## src/rtl/q15_conv_arbiter.sv

```systemverilog
// rtl/q15_conv_arbiter.sv - round-robin shared X32-to-Q15 converter, one registered stage.
// Optional Q15_CONV_SAT_COUNT_EN adds a saturating count of overflowed output transfers.
module q15_conv_arbiter #(
    parameter int NREQ  = 2,
    parameter int SRC_W = 1
) (
    input  logic                 clk,
    input  logic                 reset,
    input  logic [NREQ-1:0]      req_valid,
    output logic [NREQ-1:0]      req_ready,
    input  logic [NREQ-1:0]      req_sign_mask,
    input  logic [32*NREQ-1:0]   req_data,
    output logic                 out_valid,
    input  logic                 out_ready,
    output logic [63:0]          out_data,
    output logic [SRC_W-1:0]     out_src,
    output logic                 out_overflow
`ifdef Q15_CONV_SAT_COUNT_EN
    ,
    output logic [15:0]          sat_count
`endif
);

    typedef struct packed {
        logic [63:0] data;
        logic        overflow;
    } conv_t;

    // Magnitudes of 2**15 and above cannot be represented, including -32768.
    function automatic conv_t q15_convert(input logic [31:0] x, input logic m);
        conv_t       r;
        logic        sign;
        logic [31:0] mag;
        logic [15:0] lo;
        sign = m & x[31];
        mag  = sign ? (~x + 32'd1) : x;
        lo   = sign ? (~mag[15:0] + 16'd1) : mag[15:0];
        r.overflow = |mag[31:15];
        if (r.overflow) begin
            r.data = sign ? 64'h8000_0000_0000_0001 : 64'h7fff_ffff_ffff_ffff;
        end else begin
            r.data = {lo, 48'd0};
        end
        return r;
    endfunction

    logic               out_valid_d,    out_valid_q;
    logic [63:0]        out_data_d,     out_data_q;
    logic [SRC_W-1:0]   out_src_d,      out_src_q;
    logic               out_overflow_d, out_overflow_q;
    logic [SRC_W-1:0]   rr_ptr_d,       rr_ptr_q;

    logic               can_accept;
    logic               grant_valid;
    logic [SRC_W-1:0]   grant_idx;
    logic [31:0]        sel_data;
    logic               sel_mask;
    conv_t              conv;
    int                 idx;

    always_comb begin
        can_accept  = !out_valid_q || out_ready;
        grant_valid = 1'b0;
        grant_idx   = '0;
        sel_data    = '0;
        sel_mask    = 1'b0;
        req_ready   = '0;
        idx         = 0;
        if (can_accept && !reset) begin
            for (int k = 0; k < NREQ; k++) begin
                idx = int'(rr_ptr_q) + k;
                if (idx >= NREQ) begin
                    idx = idx - NREQ;
                end
                if (!grant_valid && req_valid[idx]) begin
                    grant_valid = 1'b1;
                    grant_idx   = idx[SRC_W-1:0];
                    sel_data    = req_data[32*idx +: 32];
                    sel_mask    = req_sign_mask[idx];
                end
            end
        end
        if (grant_valid) begin
            req_ready[grant_idx] = 1'b1;
        end
    end

    always_comb begin
        conv           = q15_convert(sel_data, sel_mask);
        out_valid_d    = out_valid_q;
        out_data_d     = out_data_q;
        out_src_d      = out_src_q;
        out_overflow_d = out_overflow_q;
        rr_ptr_d       = rr_ptr_q;
        if (grant_valid) begin
            out_valid_d    = 1'b1;
            out_data_d     = conv.data;
            out_src_d      = grant_idx;
            out_overflow_d = conv.overflow;
            rr_ptr_d       = (grant_idx == SRC_W'(NREQ - 1)) ? '0 : grant_idx + 1'b1;
        end else if (out_ready) begin
            // Drain leaves the stale payload in place; it is ignored while invalid.
            out_valid_d = 1'b0;
        end
    end

    always_ff @(posedge clk) begin
        if (reset) begin
            out_valid_q    <= 1'b0;
            out_data_q     <= '0;
            out_src_q      <= '0;
            out_overflow_q <= 1'b0;
            rr_ptr_q       <= '0;
        end else begin
            out_valid_q    <= out_valid_d;
            out_data_q     <= out_data_d;
            out_src_q      <= out_src_d;
            out_overflow_q <= out_overflow_d;
            rr_ptr_q       <= rr_ptr_d;
        end
    end

    assign out_valid    = out_valid_q;
    assign out_data     = out_data_q;
    assign out_src      = out_src_q;
    assign out_overflow = out_overflow_q;

`ifdef Q15_CONV_SAT_COUNT_EN
    logic [15:0] sat_count_q;

    always_ff @(posedge clk) begin
        if (reset) begin
            sat_count_q <= '0;
        end else if (out_valid_q && out_ready && out_overflow_q && (sat_count_q != 16'hffff)) begin
            sat_count_q <= sat_count_q + 16'd1;
        end
    end

    assign sat_count = sat_count_q;
`endif

endmodule

```

## config.mk

```make
export PLATFORM = sky130hd
export DESIGN_NAME = q15_conv_arbiter
export DESIGN_NICKNAME = d
export VERILOG_FILES = /design/src/rtl/q15_conv_arbiter.sv
export SDC_FILE = /design/constraint.sdc
export NUM_CORES = 1
export LEC_CHECK = 0
export ABC_AREA = 1
export CELL_PAD_IN_SITES_DETAIL_PLACEMENT = 1
export CELL_PAD_IN_SITES_GLOBAL_PLACEMENT = 2
export CORE_MARGIN = 2
export CORE_UTILIZATION = 21
export DETAILED_ROUTE_END_ITERATION = 10
export PLACE_DENSITY = 0.83
export SYNTH_ARGS = -nofsm -noshare
export SYNTH_HDL_FRONTEND = slang
export SYNTH_SLANG_ARGS = --single-unit
export TNS_END_PERCENT = 5
```

## constraint.sdc

```tcl
create_clock -name clk -period 2.7 [get_ports clk]
set_clock_uncertainty 0.15 [all_clocks]
set_input_delay 0.27 -clock clk [delete_from_list [all_inputs] [get_ports clk]]
set_output_delay 0.27 -clock clk [all_outputs]
set_load 0.1 [all_outputs]
```

==> summary.txt <==
Synthesis
  – Sequential area share after synthesis: 9.185%
  – Post-synth top area share: 36.41%
  – Ys Warns: 0
  – Synth Area in XOR/XNOR: 2.105%
  – Mapped Cells: ~890
  – Largest family of logic cells by synthesized area: simple AND/OR/NAND/NOR gates
  – Seq cells post-synth: 21
  – Synth area leaders: nand2_1 36%, dfxtp_1 9.2%, buf_4 8.9%
  – Post-Synth Simple-Gate Area: about three fifths
  – Adder-cell share of the synthesized area: 0.5467%
  – Fraction of synthesized area in multiplexers: 0%
  – Compound-Gate Fraction of Synth Area: roughly 4.8%
  – Post-Syn Area: 0.004577 mm2
  – Synth unique cells: 29
  – Synthesized net count: 967
  – Synthesized area per cell: 5.120 um2
  – Area leader, netlist: nand2_1

Drt
  – Total wire length: 17160 um
  – Antenna Nets Post-Route: 0
  – Initial DRC count: 157
  – DR WL/cell: 12.46 um
  – TritonRoute pass-1 iters: 4
  – Post-route DRC: 0
  – DR vias: 5954
  – Via-to-Cell Ratio: 4.324

Worst setup path
  – Req. time, crit path: about 2700 ps
  – Crit start category: flop
  – Data arrival, critical path: 3090 ps
  – CP endpoint kind: flop
  – CP Max Fanout: 12
  – Crit Path Category: flop to flop

Run status
  – Status: finished, violations left
  – Failing checks: negative setup slack

STA
  – Final setup viols: 18
  – Worst Max-Slew Pin Slew: slightly above 500 ps
  – Tmin final: ~3100 ps
  – Fmax: 327.3 MHz
  – Final hold violations: 0
  – PnR worst setup slack: -355.3 ps
  – Slew headroom: between 60% and 70%
  – Period utilization: 113.2%
  – Slew Viols, Final: 0
  – RSZ-0062 raised after global routing: true

Placement
  – I/O Buffers: 139
  – Dpl ws: -925.8 ps
  – Placed Cells: 1355
  – Routability cong.: 0.8223
  – Hpwl dp: between 10000 and 15000 um

Cells and area
  – Layout Cells excl Fill: 1377
  – Nets: 1171
  – Antenna Diode Count: 0
  – Layout cells sized above 1: around a third
  – Post-route core utilization: 36.88%
  – Area grow syn2layout: 74.19%

Die
  – Die Y: 151.6 um
  – Std-Cell Rows: 54
  – I/O pins: 140
  – Die X: around 150 um
  – Initial Util: about a fifth
  – Full die area: 0.02299 mm2
  – Core footprint: 0.02162 mm2

CTS
  – Total CTS buffers: 3
  – CTS sink cnt: 21
  – Clock Path Buffers: 2
  – CTS root buf: clkbuf_16
  – Worst-Skew Late Latency: 250 ps
  – Clk slew on worst S/H paths: approximately 60 ps
  – TritonCTS clock tree: done
  – H-tree depth: 1

Power and ir drop
  – P per Cell Area: 460.6 mW/mm2
  – Total chip power: roughly 3700 uW
  – Worst VDD drop: 0.2063 mV
  – Leak: between 0.004 and 0.005 uW

Min path
  – Worst min-delay path category: flop to flop

Global route
  – Pin count of the biggest net entering global routing: 48
  – GRT Total Usage: 14.86%
  – Vias in the first global route: 6237
  – Final global-route overflow total: 0
  – Initial antenna violation count: 0
  – First-pass GRT wire length: 28450 um

Flow run
  – Max_cap viols: 0
==> metrics by stage <==
step	setup TNS [ps]	instance area [um2]	hold slack, ps
5_1_grt	-10050	7973	354.8
3_5_place_dp	-15540	7208	313.9
6_report	-5596	7973	317.3
4_1_cts	-4578	7720	323.2
2_1_floorplan	-1929	4624	179.4
3_3_place_gp	-13990	7208	306.0
==> final cells by class <==
cell class,instances,area (um2)
Fill cell,2815,13650
Multi-Input combinational cell,707,3596
Clock inverter,1,5.005
Timing Repair Buffer,284,3183
Tap cell,280,350.3
Inverter,81,335.3
Clock buffer,3,75.07
Sequential cell,21,427.9
==> placed cells by master (no fill, tap or decap), types with 6 or more instances in the layout <==
| master | synthesis | routed |
|---|---|---|
| nand2_1 | 444 | 397 |
| buf_4 | 54 | 145 |
| inv_1 | 74 | 71 |
| clkdlybuf4s50_1 | 0 | 68 |
| nand2_2 | 35 | 67 |
| nand3_1 | 73 | 65 |
| buf_12 | 0 | 63 |
| nor2_1 | 48 | 32 |
| o21ai_0 | 23 | 22 |
| dfxtp_1 | 21 | 19 |
| nand3_2 | 12 | 18 |
| nand2_4 | 2 | 17 |
| nor2_4 | 0 | 16 |
| nor2_2 | 14 | 14 |
| nand4_1 | 14 | 14 |
| xor2_1 | 9 | 9 |
| a21oi_1 | 9 | 9 |
| o21ai_1 | 8 | 8 |
| nand3b_1 | 6 | 6 |
==> worst paths after layout <==
| path | from | end | slack (ps) | cells after the start |
|---|---|---|---|---|
| setup reg to reg | rr_ptr_q | out_data[63] | -360 | 26 |
| hold reg to reg | out_src | out_src | 320 | 2 |
| hold / removal | out_src | out_src | 320 | 2 |
| setup / recovery | rr_ptr_q | out_data[63] | -360 | 26 |
==> per-layer routing <==
| layer | vias to the layer above | share of wire, % | global-route usage [%] |
|---|---|---|---|
| li1 | 3106 | - | - |
| met1 | 2738 | 44 | 17.57 |
| met2 | 102 | 52 | 29.86 |
| met3 | 8 | 3.3 | 1.138 |
| met4 | 0 | 0.58 | 1.435 |
| met5 | - | 0 | 0 |
==> critical path, cell delays in order, from the launching register on <==
cell	delay (ps)
dfxtp_4	440
nand2_4	90
inv_4	70
nor2_4	40
buf_12	130
buf_12	130
buf_16	130
nand3_1	60
nand2_1	60
nand2_2	140
nand2_4	80
nor2_2	140
nand2_1	110
nand2_2	110
nand3_1	90
nand2_1	60
nand2_1	50
nand2_1	60
inv_1	40
nand2_2	80
nor2_4	50
buf_4	120
buf_4	120
buf_4	120
nand3_1	120
nand3_2	80
a21oi_1	110
==> Yosys cell counts (all sizes together) <==
| cell type | count |
|---|---|
| nand2 | 481 |
| nand3 | 87 |
| buf | 84 |
| inv | 80 |
| nor2 | 62 |
| o21ai | 31 |
| dfxtp | 21 |
| nand4 | 14 |
| a21oi | 11 |
| xor2 | 9 |
| nand3b | 6 |
| ha | 2 |
| xnor2 | 2 |
| clkbuf | 1 |
| clkinv | 1 |
| dlygate4sd1 | 1 |
| nor3 | 1 |
==> cells by family after synthesis <==
logic type / count (synthesis)
and+or+nand+nor: 651
buffers and inverters: 167
AOI/OAI and AO/OA: 42
DFF: 21
xor gates and xnor gates: 11
adders and majority gates: 2
==> power breakdown <==
| part | leakage, uW | switching (uW) | total (uW) | internal (uW) |
|---|---|---|---|---|
| clock | 0.0000409 | 110 | 309 | 199 |
| sequential | 0.000177 | 22.7 | 364 | 341 |
| combinational | 0.00416 | 1850 | 3000 | 1150 |
| total | 0.00437 | 1980 | 3670 | 1690 |
==> state kept, by name, indices dropped and copies added, names as in the netlist <==
name,flops
out_valid,1
out_data,18
rr_ptr_q,1
out_src,1
==> repair_timing <==
item | 4_1_cts | 5_1_grt
buffers inserted | 9 | 5
pin swaps | 18 | 26
gates cloned | 3 | 1
setup endpoints to repair | 18 | 18
hold buffers | 0 | 0
resized for setup | 80 | 46
(Power assumes the default switching activity.)
